`config.mk`:
```
export PLATFORM = sky130hd
export DESIGN_NAME = uart_tx_arbiter
export DESIGN_NICKNAME = d
export VERILOG_FILES = /design/src/rtl/uart_pkg.sv /design/src/rtl/uart_tx_arbiter_rr_pick.sv /design/src/rtl/uart_tx_arbiter.sv
export SDC_FILE = /design/constraint.sdc
export NUM_CORES = 1
export LEC_CHECK = 0
export ABC_AREA = 0
export CORE_MARGIN = 4
export CORE_UTILIZATION = 45
export CTS_CLUSTER_SIZE = 40
export DETAILED_ROUTE_END_ITERATION = 8
export GPL_TIMING_DRIVEN = 1
export PLACE_DENSITY = 0.8
export SETUP_SLACK_MARGIN = 0.05
export SLEW_MARGIN = 30
export SYNTH_ARGS = -nofsm -noshare
export SYNTH_HDL_FRONTEND = slang
export SYNTH_SLANG_ARGS = --single-unit
```
`constraint.sdc`:
```
create_clock -name clk -period 4.4 [get_ports clk]
set_input_delay 0.44 -clock clk [delete_from_list [all_inputs] [get_ports clk]]
set_output_delay 0.44 -clock clk [all_outputs]
set_load 0.01 [all_outputs]
```
`src/rtl/uart_pkg.sv`:
```
// Shared definitions for the UART transmit arbiter slice.
// Holds the arbiter FSM state encoding, the default sizing of the arbiter
// (requester count, packet length limit, inter-byte gap timeout) and a small
// helper that sizes requester-index vectors.
package uart_pkg;

  localparam int unsigned NUM_REQ_DEF = 32'd4;
  localparam int unsigned MAX_PKT_DEF = 32'd16;
  localparam int unsigned GAP_TO_DEF  = 32'd1024;

  typedef enum logic [1:0] {
    ST_IDLE      = 2'd0,
    ST_SEND      = 2'd1,
    ST_WAIT_ACK  = 2'd2,
    ST_WAIT_DONE = 2'd3
  } arb_state_t;

  // Width of a requester index; never below one bit so a single-requester
  // build still has a legal vector.
  function automatic int unsigned idx_width(input int unsigned n);
    return (n > 32'd1) ? $clog2(n) : 32'd1;
  endfunction

endpackage

```
`src/rtl/uart_tx_arbiter_rr_pick.sv`:
```
// rr_pick: combinational round-robin selector.
// Ports:
//   req  [NUM_REQ-1:0] in  - request vector
//   ptr  [IDX_W-1:0]   in  - index of the requester with highest priority
//   sel  [NUM_REQ-1:0] out - one-hot first request at or after ptr (wraps)
//   any                out - at least one request is present
module rr_pick
  import uart_pkg::*;
#(
  parameter int unsigned NUM_REQ = NUM_REQ_DEF,
  parameter int unsigned IDX_W   = idx_width(NUM_REQ)
) (
  input  logic [NUM_REQ-1:0] req,
  input  logic [IDX_W-1:0]   ptr,
  output logic [NUM_REQ-1:0] sel,
  output logic               any
);

  logic             taken;
  logic [IDX_W-1:0] idx;

  // Walk the requesters starting at ptr; the first hit wins, later hits are masked.
  always_comb begin
    sel   = '0;
    taken = 1'b0;
    idx   = '0;
    for (int unsigned off = 0; off < NUM_REQ; off++) begin
      idx      = IDX_W'((32'(ptr) + off) % NUM_REQ);
      sel[idx] = sel[idx] | (req[idx] & ~taken);
      taken    = taken | req[idx];
    end
  end

  assign any = |req;

endmodule

```
`src/rtl/uart_tx_arbiter.sv`:
```
// uart_tx_arbiter: round-robin arbiter that feeds byte streams from several
// requesters into a single UART transmitter (uart_tx). tx_start/tx_data drive
// the transmitter's i_start_trigger/i_tx_data and tx_busy is its o_tx_busy;
// the baud tick is generated outside this block.
// A grant is held for a whole packet (until req_last, or MAX_PKT bytes), and
// is revoked if the owner leaves req_valid low for GAP_TO cycles while the
// transmitter is free.
// Ports:
//   clk                       in  - rising-edge clock
//   reset                     in  - asynchronous, active-high reset
//   req_valid [NUM_REQ-1:0]   in  - requester i has a byte available
//   req_data  [8*NUM_REQ-1:0] in  - byte of requester i on [8i+7:8i]
//   req_last  [NUM_REQ-1:0]   in  - current byte ends requester i's packet
//   req_ready [NUM_REQ-1:0]   out - one-cycle accept pulse (one-hot or zero)
//   grant     [NUM_REQ-1:0]   out - one-hot owner of the transmitter
//   tx_start                  out - one-cycle start pulse to the transmitter
//   tx_data   [7:0]           out - byte to transmit, held until next start
//   tx_busy                   in  - transmitter busy
//   gap_abort                 out - one-cycle pulse when a grant times out
module uart_tx_arbiter
  import uart_pkg::*;
#(
  parameter int unsigned NUM_REQ = NUM_REQ_DEF,
  parameter int unsigned MAX_PKT = MAX_PKT_DEF,
  parameter int unsigned GAP_TO  = GAP_TO_DEF
) (
  input  logic                 clk,
  input  logic                 reset,
  input  logic [NUM_REQ-1:0]   req_valid,
  input  logic [8*NUM_REQ-1:0] req_data,
  input  logic [NUM_REQ-1:0]   req_last,
  output logic [NUM_REQ-1:0]   req_ready,
  output logic [NUM_REQ-1:0]   grant,
  output logic                 tx_start,
  output logic [7:0]           tx_data,
  input  logic                 tx_busy,
  output logic                 gap_abort
);

  localparam int unsigned IDX_W  = idx_width(NUM_REQ);
  localparam int unsigned BCNT_W = $clog2(MAX_PKT + 32'd1);
  localparam int unsigned GCNT_W = $clog2(GAP_TO + 32'd1);

  arb_state_t          state, state_next;
  logic [NUM_REQ-1:0]  grant_next, ready_next;
  logic                start_next, abort_next;
  logic [7:0]          data_next;
  logic [IDX_W-1:0]    rr_ptr, ptr_next;
  logic [BCNT_W-1:0]   byte_cnt, bcnt_next;
  logic [GCNT_W-1:0]   gap_cnt, gcnt_next;
  logic                last_byte, last_next;

  logic [NUM_REQ-1:0]  pick_sel;
  logic                pick_any;
  logic                g_valid, g_last;
  logic [7:0]          g_data;
  logic [IDX_W-1:0]    g_idx, g_after;

  rr_pick #(
    .NUM_REQ (NUM_REQ),
    .IDX_W   (IDX_W)
  ) u_rr_pick (
    .req (req_valid),
    .ptr (rr_ptr),
    .sel (pick_sel),
    .any (pick_any)
  );

  // Fold the granted requester's lines down to scalars; grant is one-hot so OR-ing is exact.
  always_comb begin
    g_valid = |(req_valid & grant);
    g_last  = |(req_last & grant);
    g_data  = 8'h00;
    g_idx   = '0;
    for (int i = 0; i < int'(NUM_REQ); i++) begin
      g_data = g_data | (req_data[i*8 +: 8] & {8{grant[i]}});
      g_idx  = g_idx | (grant[i] ? IDX_W'(i) : {IDX_W{1'b0}});
    end
    g_after = (g_idx == IDX_W'(NUM_REQ - 32'd1)) ? {IDX_W{1'b0}} : (g_idx + 1'b1);
  end

  // Next-state and next-output logic of the arbiter FSM.
  always_comb begin
    state_next = state;
    grant_next = grant;
    ready_next = '0;
    start_next = 1'b0;
    data_next  = tx_data;
    abort_next = 1'b0;
    ptr_next   = rr_ptr;
    bcnt_next  = byte_cnt;
    gcnt_next  = gap_cnt;
    last_next  = last_byte;
    case (state)
      ST_IDLE: begin
        if (pick_any) begin
          grant_next = pick_sel;
          gcnt_next  = '0;
          state_next = ST_SEND;
        end else begin
          state_next = ST_IDLE;
        end
      end
      ST_SEND: begin
        if (g_valid) begin
          // The busy guard only matters if the transmitter misbehaves; a
          // start is never issued on top of a frame in progress.
          if (!tx_busy) begin
            start_next = 1'b1;
            data_next  = g_data;
            ready_next = grant;
            last_next  = g_last;
            bcnt_next  = byte_cnt + 1'b1;
            gcnt_next  = '0;
            state_next = ST_WAIT_ACK;
          end else begin
            state_next = ST_SEND;
          end
        end else if (gap_cnt == GCNT_W'(GAP_TO - 32'd1)) begin
          grant_next = '0;
          abort_next = 1'b1;
          ptr_next   = g_after;
          bcnt_next  = '0;
          gcnt_next  = '0;
          state_next = ST_IDLE;
        end else begin
          gcnt_next  = gap_cnt + 1'b1;
        end
      end
      ST_WAIT_ACK: begin
        if (tx_busy) begin
          state_next = ST_WAIT_DONE;
        end else begin
          state_next = ST_WAIT_ACK;
        end
      end
      ST_WAIT_DONE: begin
        if (!tx_busy) begin
          if (last_byte || (byte_cnt == BCNT_W'(MAX_PKT))) begin
            grant_next = '0;
            ptr_next   = g_after;
            bcnt_next  = '0;
            state_next = ST_IDLE;
          end else begin
            state_next = ST_SEND;
          end
        end else begin
          state_next = ST_WAIT_DONE;
        end
      end
      default: begin
        grant_next = '0;
        bcnt_next  = '0;
        gcnt_next  = '0;
        state_next = ST_IDLE;
      end
    endcase
  end

  // State register plus every registered output and counter.
  always_ff @(posedge clk or posedge reset) begin
    if (reset) begin
      state     <= ST_IDLE;
      grant     <= '0;
      req_ready <= '0;
      tx_start  <= 1'b0;
      tx_data   <= 8'h00;
      gap_abort <= 1'b0;
      rr_ptr    <= '0;
      byte_cnt  <= '0;
      gap_cnt   <= '0;
      last_byte <= 1'b0;
    end else begin
      state     <= state_next;
      grant     <= grant_next;
      req_ready <= ready_next;
      tx_start  <= start_next;
      tx_data   <= data_next;
      gap_abort <= abort_next;
      rr_ptr    <= ptr_next;
      byte_cnt  <= bcnt_next;
      gap_cnt   <= gcnt_next;
      last_byte <= last_next;
    end
  end

endmodule

```
==> results of run 1 <==
==> logic make-up after synthesis <==
logic type                 Yosys count
adders and majority gates            7
muxes                               10
and+or+nand+nor                    119
xor gates and xnor gates            11
DFF                                 39
AOI/OAI and AO/OA                   68
buffers and inverters               29
==> worst paths after layout <==
check	from	end	slack [ns]	cells after the start
hold / removal	gap_cnt[10]	gap_cnt[10]	0.50	1
setup reg to reg	rr_ptr[0]	grant[0]	0.95	8
max in group asynchronous	reset	gap_cnt[0]	3.51	3
min in group asynchronous	reset	gap_cnt[5]	0.55	3
setup / recovery	rr_ptr[0]	grant[0]	0.95	8
hold reg to reg	gap_cnt[10]	gap_cnt[10]	0.50	1
==> cell usage in the layout (no fill, tap or decap), types with 6 or more instances in the layout <==
| cell | instances |
|---|---|
| nand4_1 | 12 |
| o21ai_1 | 6 |
| a221oi_1 | 13 |
| nand2_1 | 17 |
| nor2_1 | 29 |
| inv_1 | 9 |
| a21oi_1 | 13 |
| and3_1 | 9 |
| nor3_1 | 9 |
| clkdlybuf4s50_1 | 60 |
| nand3_1 | 11 |
| dfrtp_1 | 39 |
| ha_1 | 7 |
| xor2_1 | 10 |
| nor2b_1 | 6 |
| a22o_1 | 11 |
| o31ai_1 | 6 |
| and2_1 | 7 |
==> routing by layer <==
metal,wire length [um],vias up
met3,575,9
met4,120,0
li1,-,1166
met1,2740,1185
met2,2990,120
met5,0,-
==> flip-flops by register name, indices dropped and copies added, names as in the netlist <==
register and count:
gap_cnt 11, tx_data 8, byte_cnt 5, grant 4, req_ready 4, rr_ptr 2, state 2, gap_abort 1
last_byte 1, tx_start 1
==> through the flow <==
stage               total power, mW  instance area [um2]  setup WS (ns)  hold WS, ns  cells
detailed placement            0.428                 3220           1.02        0.488    398
CTS                           0.664                 3310           1.03        0.508    406
global route                  0.686                 3310          0.729        0.536    406
finish                        0.657                 3310          0.952        0.498    406
global placement              0.427                 3220           1.19        0.468    398
floorplan                     0.383                 2600           1.56        0.445    283
==> worst register-to-register path: stages, from the launching register on <==
cell	delay, ns
dfrtp_1	0.67
inv_1	0.23
ha_1	0.58
mux4_2	0.57
mux2_4	0.32
a32oi_1	0.41
nand4_1	0.16
a32oi_1	0.28
o31ai_1	0.10
==> area by class of cell <==
| cell class | count | area, um2 |
|---|---|---|
| clock buffer | 6 | 72.6 |
| clock inverter | 2 | 12.5 |
| fill | 488 | 2270 |
| inverter | 9 | 33.8 |
| multi-input combinational | 215 | 1500 |
| sequential | 39 | 976 |
| tap | 72 | 90.1 |
| timing repair buffer | 63 | 623 |
==> power by group through the flow <==
stage	registers [mW]	clock network [mW]	logic (mW)
after global placement	0.365	0	0.0616
after global routing	0.358	0.261	0.0668
after floorplan	0.365	0	0.0183
after detailed placement	0.365	0	0.0624
final	0.358	0.237	0.0620
after CTS	0.358	0.244	0.0625
==> run_results.csv, run 1 <==
group,metric,value,unit
place,detailed_place_hpwl,4.62,mm
synth,synth_top_family_by_area,"simple AND/OR/NAND/NOR gates",
pwr,power_frac_seq,54.5,%
pwr,p_leak,1.41,nW
worst_setup_path,cp_max_fo,16,
worst_setup_path,worstPathArrival,3.61,ns
sta,slew_headroom,63.0,%
finish,syn_to_final_growth,27.1,%
floorplanning,die_h,84.1,um
synth,synth_most_common_cell,"dfrtp_1",
synth,syn_inst,283,
hold_path,hp-class,"flop to flop",
cts,cts.root.buffer_cell,"clkbuf_8",
grt,grt_util_met2,30.2,%
synth,synth_adder_area_share,3.37,%
sta,tns,0,ns
routing,wl_per_cell,15.8,um
synth,synth_edf_count,0,
cts,ctsHoldBuffers,0,
worst_setup_path,crit_path_cell_trace,"inv_1 > ha_1 > mux4_2 > mux2_4 > a32oi_1 > nand4_1 > a32oi_1 > o31ai_1",
outcome,status,"finished, final reports clean",
sta,clock_skew,0.00243,ns
sta,fmax,290,MHz
sta,fin_crit,3.45,ns
routing,drt_iter0_markers,228,
worst_setup_path,path_common_cell,"a32oi_1",
routing,totalWireLength,6.43,mm
cts,clk_pin_slew,0.08,ns
grt,antenna_found_initial,0,
synth,ys_top_cells_by_area,"dfrtp_1 (38%), a221oi_1 (4.4%), nor2_1 (4.2%), a22o_1 (3.7%), ha_1 (3.4%)",
synth,synthXorXnorAreaFrac,3.70,%
worst_setup_path,required,4.57,ns
synth,ys_seq_area_share,37.5,%
cts,cts_sinks,39,
floorplanning,design.core.area,0.00557,mm2
synth,ys_warn_count,0,
worst_setup_path,worstSetupStartpointType,"flop",
worst_setup_path,path_delay_family,"multiplexers",
pwr,power_density,199,mW/mm2
floorplanning,start_util,46.7,%
routing,drcViolationCount,0,
cts,cts_made_buffers,5,
place,io_buffer_count,60,
synth,synth_top_cell_area_share,37.5,%
worst_setup_path,endpoint_kind,"flop",
synth,synth_area_leader_cell,"dfrtp_1",
routing,ant_nets,0,
sta,tightest_slew,0.556,ns
grt,grt_usage,18.6,%
synth,ys.flop_type,"dfrtp_1",
sta,period_share,78.4,%
pwr,vdd_drop_max,151,uV
worst_setup_path,crit_slowest_cell,"dfrtp_1",
sta,rsz0062_at_grt,"false",
cts,post-cts-setup-buffers,0,
grt,grt_max_degree,40,
cts,clock_latency,0.29,ns
grt,grt_use_met3,4.84,%
synth,synthesis.area,0.00260,mm2
cts,post_cts_resized,0,
place,gp_congestion,0.939,
finish,final_util,59.3,%
pwr,swShare,22.6,%
grt,grt_pass1_wl,10.7,mm
synth,ys_seq_elements,39,
worst_setup_path,slowest_delay,0.67,ns
cts,cts.htree.levels,2,
synth,muxShareOfSynthArea,5.77,%
worst_setup_path,path_class,"flop to flop",
finish,drive_gt1_share,6.29,%
finish,final_nets,383,
pwr,p_switching,0.149,mW
synth,syn_area_per_cell,9.20,um2
grt,gr-max-usage-layer,"met2",
finish,n_antenna_cell,0,
grt,grt_use_met1,24.4,%
sta,setup_viol,0,
cts,cts_tree,"yes",
sta,drv_slew,0,
synth,yosys-top-cells-count,"dfrtp_1 (39), nor2_1 (29), nand2_1 (17)",
pwr,p_int,0.508,mW
floorplanning,die_w,84.1,um
routing,vias,2480,
floorplanning,dieArea,0.00706,mm2
synth,syn_nets,333,
synth,ys_async_sr_fraction,100,%
routing,vias_per_cell,6.11,
pwr,clkPwrFrac,36.1,%
floorplanning,rows,27,
grt,overflow,0,
worst_setup_path,timing.critical_path.buf_inv,1,
grt,grt_pass1_vias,2282,
floorplanning,ios,61,
run,maxCapViolations,0,
sta,hold_viol_final,0,
pwr,pwr-share-comb,9.4,%
synth,yosys.area_share.simple,24.5,%
routing,first_pass_iters,4,
cts,cts_buffer_depth,2,
synth,synth_cell_types,52,
synth,synth_compound_area_share,20.1,%
(Power assumes the default switching activity.)
==> inputs of run 2 (changes only) <==
Clock period 4.4 ns to 3.2 ns, I/O delays scaled along.
==> run_results.csv, run 2 (synthesis gave the netlist of run 1 again) <==
group,metric,value,unit
grt,grt_pass1_vias,2493,
worst_setup_path,worstSetupStartpointType,"flop",
cts,clk_pin_slew,0.09,ns
routing,vias,2499,
floorplanning,die_w,84.1,um
grt,grt_usage,20.3,%
cts,ctsHoldBuffers,0,
finish,final_cell_mix,"clkdlybuf4s50_1 (60), dfrtp_1 (39), nor2_1 (29), nand2_1 (17)",
finish,fillerInstances,480,
worst_setup_path,reg2reg_slack,0.31,ns
place,detailed_place_hpwl,5.13,mm
worst_setup_path,critPathLaunch,"rr_ptr[0]",
sta,drv_slew,0,
worst_setup_path,regToRegStartpoint,"rr_ptr[0]",
routing,drcViolationCount,0,
cts,post-cts-setup-buffers,0,
floorplanning,ios,61,
pwr,vdd_drop_max,236,uV
finish,final_nets,391,
floorplanning,rows,27,
grt,antenna_found_initial,0,
routing,first_pass_iters,4,
sta,tightest_slew,0.805,ns
finish,regMostFlops,"gap_cnt",
sta,rsz0062_at_grt,"false",
cts,cts_buffer_depth,2,
sta,fin_crit,2.89,ns
sta,period_share,90.2,%
worst_setup_path,path_class,"flop to flop",
place,gp_congestion,0.939,
finish,syn_to_final_growth,30.4,%
finish,drive_gt1_share,8.77,%
routing,totalWireLength,7.03,mm
worst_setup_path,required,3.37,ns
finish,largest_register_ff_count,11,
floorplanning,design.core.area,0.00557,mm2
cts,post_cts_resized,0,
routing,ant_nets,0,
place,dp_cells,406,
grt,overflow,0,
grt,grt_max_degree,27,
sta,clock_skew,0.00786,ns
worst_setup_path,critical_path.endpoint,"grant[2]",
cts,cts_made_buffers,5,
worst_setup_path,cp_max_fo,14,
sta,fmax,346,MHz
finish,layout_commonest_cell,"clkdlybuf4s50_1",
worst_setup_path,rr_worst_depth,8,
floorplanning,dieArea,0.00706,mm2
cts,cts_tree,"yes",
sta,tns,0,ns
hold_path,hp-class,"primary input to asynchronous set/reset pin",
sta,hold_viol_final,0,
run,maxCapViolations,0,
cts,cts.root.buffer_cell,"clkbuf_8",
worst_setup_path,r2r_end,"grant[2]",
pwr,power_density,294,mW/mm2
grt,grt_pass1_wl,11.7,mm
finish,final_cells,414,
worst_setup_path,endpoint_kind,"flop",
routing,drt_iter0_markers,241,
place,io_buffer_count,60,
pwr,total_power,0.998,mW
routing,wl_per_cell,17.0,um
floorplanning,die_h,84.1,um
cts,clock_latency,0.30,ns
cts,cts.htree.levels,2,
cts,cts_sinks,39,
routing,vias_per_cell,6.04,
sta,setup_viol,0,
sta,slew_headroom,46.0,%
finish,reg.largest.list,"gap_cnt: 11 flops, tx_data: 8 flops, byte_cnt: 5 flops",
finish,n_antenna_cell,0,
floorplanning,start_util,46.7,%
worst_setup_path,worstPathArrival,3.06,ns
pwr,p_leak,1.46,nW
outcome,status,"finished, final reports clean",
==> run 2: cell types whose count changed in the layout (fill, tap and decap cells not counted), sizes merged <==
cell      before  now
buf            3   11
bufinv         0    1
clkbuf         6    5
clkinv         1    3
clkinvlp       1    0
inv            9    8
==> run 2: final cells by class <==
class,count,area (um2),share of cell area [%]
clock buffers,5,68.8,2.03
clock inverters,3,43.8,1.29
inverters,9,33.8,0.995
multi-input cells,215,1500,44.2
flip-flops and latches,39,976,28.8
well taps,72,90.1,2.65
repair buffers,71,683,20.1
==> run 2: how the worst min path moves through the flow <==
stage | start | endpoint | slack [ns] | depth (start not counted)
floorplan | gap_cnt[10] | gap_cnt[10] | 0.44 | 1
CTS | gap_cnt[10] | gap_cnt[10] | 0.49 | 1
detailed placement | gap_cnt[10] | gap_cnt[10] | 0.47 | 1
global placement | gap_cnt[10] | gap_cnt[10] | 0.46 | 1
global route | reset | byte_cnt[0] | 0.43 | 2
finish | reset | byte_cnt[0] | 0.38 | 2
==> run 2: layer usage <==
layer  global-route usage, %  up-vias  routed length, um
li1                        -     1178                  -
met1                    24.3     1188               2890
met2                    34.6      109               3390
met3                    4.84       24                514
met4                    8.33        0                232
met5                       0        -                  0
==> run 2: where the power goes <==
group	switching (mW)	internal [mW]	total [mW]
Clock	0.187	0.232	0.419
Sequential	0	0.492	0.492
Combinational	0.0315	0.0549	0.0864
==> run 2: critical path, stage by stage, from the launching register on <==
cell and delay (ns):
dfrtp_1 0.40, buf_4 0.20, ha_1 0.35, mux4_1 0.53, mux2_4 0.31, a221oi_1 0.43, mux2i_1 0.16, o22ai_2 0.25
o31ai_1 0.13
==> run 2: per-stage QoR <==
stage | instance area [um2] | hold WS [ns] | utilization [%] | setup slack (ns)
floorplan | 2600 | 0.445 | - | 0.365
global route | 3390 | 0.430 | 60.9 | 0.177
finish | 3390 | 0.385 | 60.9 | 0.312
global placement | 3280 | 0.464 | 58.9 | 0.463
detailed placement | 3280 | 0.474 | 58.9 | 0.343
CTS | 3390 | 0.490 | 60.9 | 0.365
==> inputs of run 3 (changes only) <==
Settings changed: CTS_CLUSTER_SIZE 40 to 28, SYNTH_HIERARCHICAL set to 1.
==> run_results.csv, run 3 <==
group,metric,value,unit
cts,cts_buffer_depth,2,
finish,layout_commonest_cell,"clkdlybuf4s50_1",
synth,syn_inst,290,
place,detailed_place_hpwl,4.86,mm
routing,drcViolationCount,0,
worst_setup_path,reg2reg_slack,0.32,ns
synth,syn_area_per_cell,8.93,um2
grt,grt_pass1_wl,10.7,mm
finish,reg.largest.list,"gap_cnt: 11 flops, tx_data: 8 flops, byte_cnt: 5 flops",
synth,synth_edf_count,0,
sta,whs,0.448,ns
run,maxCapViolations,0,
place,io_buffer_count,60,
routing,first_pass_iters,4,
finish,drive_gt1_share,11.3,%
pwr,pwr-share-comb,59.9,%
synth,synth_adder_area_share,3.38,%
cts,cts_sinks,39,
grt,overflow,0,
synth,ys.flop_type,"dfrtp_1",
grt,grt_max_degree,40,
floorplanning,dieArea,0.00703,mm2
sta,tightest_slew,0.598,ns
synth,muxShareOfSynthArea,6.38,%
pwr,p_int,1.52,mW
synth,ys_seq_area_share,37.7,%
pwr,power_density,803,mW/mm2
floorplanning,start_util,46.7,%
synth,syn_nets,340,
worst_setup_path,worstPathArrival,3.10,ns
synth,synth_compound_area_share,26.1,%
sta,slew_headroom,60.1,%
finish,n_antenna_cell,0,
synth,synth_most_common_cell,"dfrtp_1",
cts,ctsHoldBuffers,0,
worst_setup_path,rr_worst_depth,10,
synth,synth_top_family_by_area,"compound AO/OA/AOI/OAI gates",
outcome,status,"finished, final reports clean",
floorplanning,die_w,83.9,um
pwr,swShare,44.4,%
sta,rsz0062_at_grt,"false",
cts,cts_made_buffers,5,
floorplanning,die_h,83.9,um
finish,largest_register_ff_count,11,
finish,fin_area,0.00340,mm2
cts,cts.htree.levels,2,
floorplanning,design.core.area,0.00554,mm2
worst_setup_path,worstSetupStartpointType,"flop",
routing,drt_iter0_markers,118,
finish,final_nets,404,
worst_setup_path,required,3.42,ns
worst_setup_path,regToRegStartpoint,"rr_ptr[0]",
finish,syn_to_final_growth,31.4,%
sta,period_share,89.9,%
synth,synth_cell_types,54,
hold_path,hp-class,"primary input to asynchronous set/reset pin",
synth,synthXorXnorAreaFrac,0.338,%
worst_setup_path,critPathLaunch,"rr_ptr[0]",
cts,clk_pin_slew,0.07,ns
place,placed_area,0.00331,mm2
pwr,power_frac_seq,28.6,%
sta,hold_viol_final,0,
pwr,p_switching,1.21,mW
routing,totalWireLength,6.44,mm
place,gp_congestion,0.862,
synth,synth_top_cell_area_share,37.7,%
pwr,vdd_drop_max,448,uV
routing,vias,2473,
finish,final_cell_mix,"clkdlybuf4s50_1 (60), dfrtp_1 (39), nand2_1 (33), o21ai_0 (26), nor2_1 (23)",
synth,synthesis.area,0.00259,mm2
finish,fillerInstances,477,
synth,yosys.area_share.simple,21.2,%
sta,tns,0,ns
synth,ys_seq_elements,39,
finish,final_util,61.4,%
grt,antenna_found_initial,0,
floorplanning,ios,61,
synth,ys_top_cells_by_area,"dfrtp_1 (38%), o21ai_0 (5.0%), nand2_1 (4.8%), a22o_1 (4.7%), mux2i_1 (3.5%)",
worst_setup_path,cp_max_fo,8,
routing,wl_per_cell,15.1,um
worst_setup_path,path_class,"flop to flop",
finish,regMostFlops,"gap_cnt",
worst_setup_path,endpoint_kind,"flop",
sta,fin_crit,2.88,ns
routing,vias_per_cell,5.79,
cts,clock_latency,0.28,ns
finish,final_cells,427,
sta,setup_viol,0,
pwr,p_leak,1.45,nW
cts,cts_tree,"yes",
grt,grt_pass1_vias,2279,
synth,ys_async_sr_fraction,100,%
place,dp_cells,419,
synth,yosys-top-cells-count,"dfrtp_1 (39), nand2_1 (33), o21ai_0 (26)",
synth,ys_warn_count,6,
pwr,clkPwrFrac,11.5,%
sta,drv_slew,0,
cts,cts.root.buffer_cell,"clkbuf_8",
routing,ant_nets,0,
grt,grt_usage,18.3,%
sta,fmax,347,MHz
sta,clock_skew,0.00433,ns
synth,synth_area_leader_cell,"dfrtp_1",
floorplanning,rows,27,
run 3: cell types whose count changed after synthesis, sizes merged, moves of 5 or more:
cell	previous run	this run
o21ai	9	28
nand2	17	33
xor2	10	0
inv	9	18
nand4	12	4
and2	7	0
mux2i	3	9
o221ai	0	5
run 3: power groups by stage:
stage	Clock, mW	Sequential (mW)	Combinational, mW
6_report	0.314	0.783	1.64
2_1_floorplan	0	0.779	1.13
3_5_place_dp	0	0.792	1.61
4_1_cts	0.319	0.782	1.62
3_3_place_gp	0	0.786	1.59
5_1_grt	0.344	0.803	1.83
run 3: through the flow:
step	total power [mW]	setup WS, ns
floorplan	1.91	0.369
global placement	2.38	0.175
detailed placement	2.40	0.180
CTS	2.72	0.165
global route	2.98	0.0824
finish	2.73	0.322
run 3: worst paths after layout:
check / to
worst max-delay path: grant[3]
worst min-delay path: byte_cnt[3]
worst max register to register: grant[3]
worst min register to register: gap_cnt[6]
max in group asynchronous: tx_data[3]
min in group clk: gap_cnt[6]
run 3: layout make-up:
type / instances / area [um2] / share of cell area (%)
clock inverters: 3 / 15.0 / 0.441
inverters: 18 / 67.6 / 1.98
flip-flops and latches: 39 / 976 / 28.7
clock buffers: 5 / 68.8 / 2.02
repair buffers: 72 / 691 / 20.3
well taps: 72 / 90.1 / 2.65
multi-input cells: 218 / 1500 / 44.0
run 3: logic make-up after synthesis:
logic type,count (synthesis)
flip-flops,39
AND/OR/NAND/NOR,102
adder cells (fa/ha/maj),7
multiplexers,13
AO/OA/AOI/OAI,95
buffers and inverters,33
XOR/XNOR,1
run 3: metal layers:
layer	vias to the layer above	GRT usage, %	wire, um
li1	1206	-	-
met1	1211	22.9	2800
met2	50	33.2	3370
met3	6	1.88	188
met4	0	4.82	84
met5	-	0	0
run 3: timing repair:
item | 4_1_cts | 5_1_grt
setup buffers | 0 | 0
resized for setup | 0 | 3
setup endpoints to repair | 0 | 4
run 3: critical path, cell delays in order (launching register included):
cell,delay (ns)
dfrtp_1,0.39
inv_1,0.15
ha_2,0.36
mux2i_1,0.19
mux4_2,0.56
o2111ai_1,0.28
nand2_1,0.14
a211oi_1,0.30
o31ai_2,0.13
a21oi_1,0.17
a22o_1,0.13
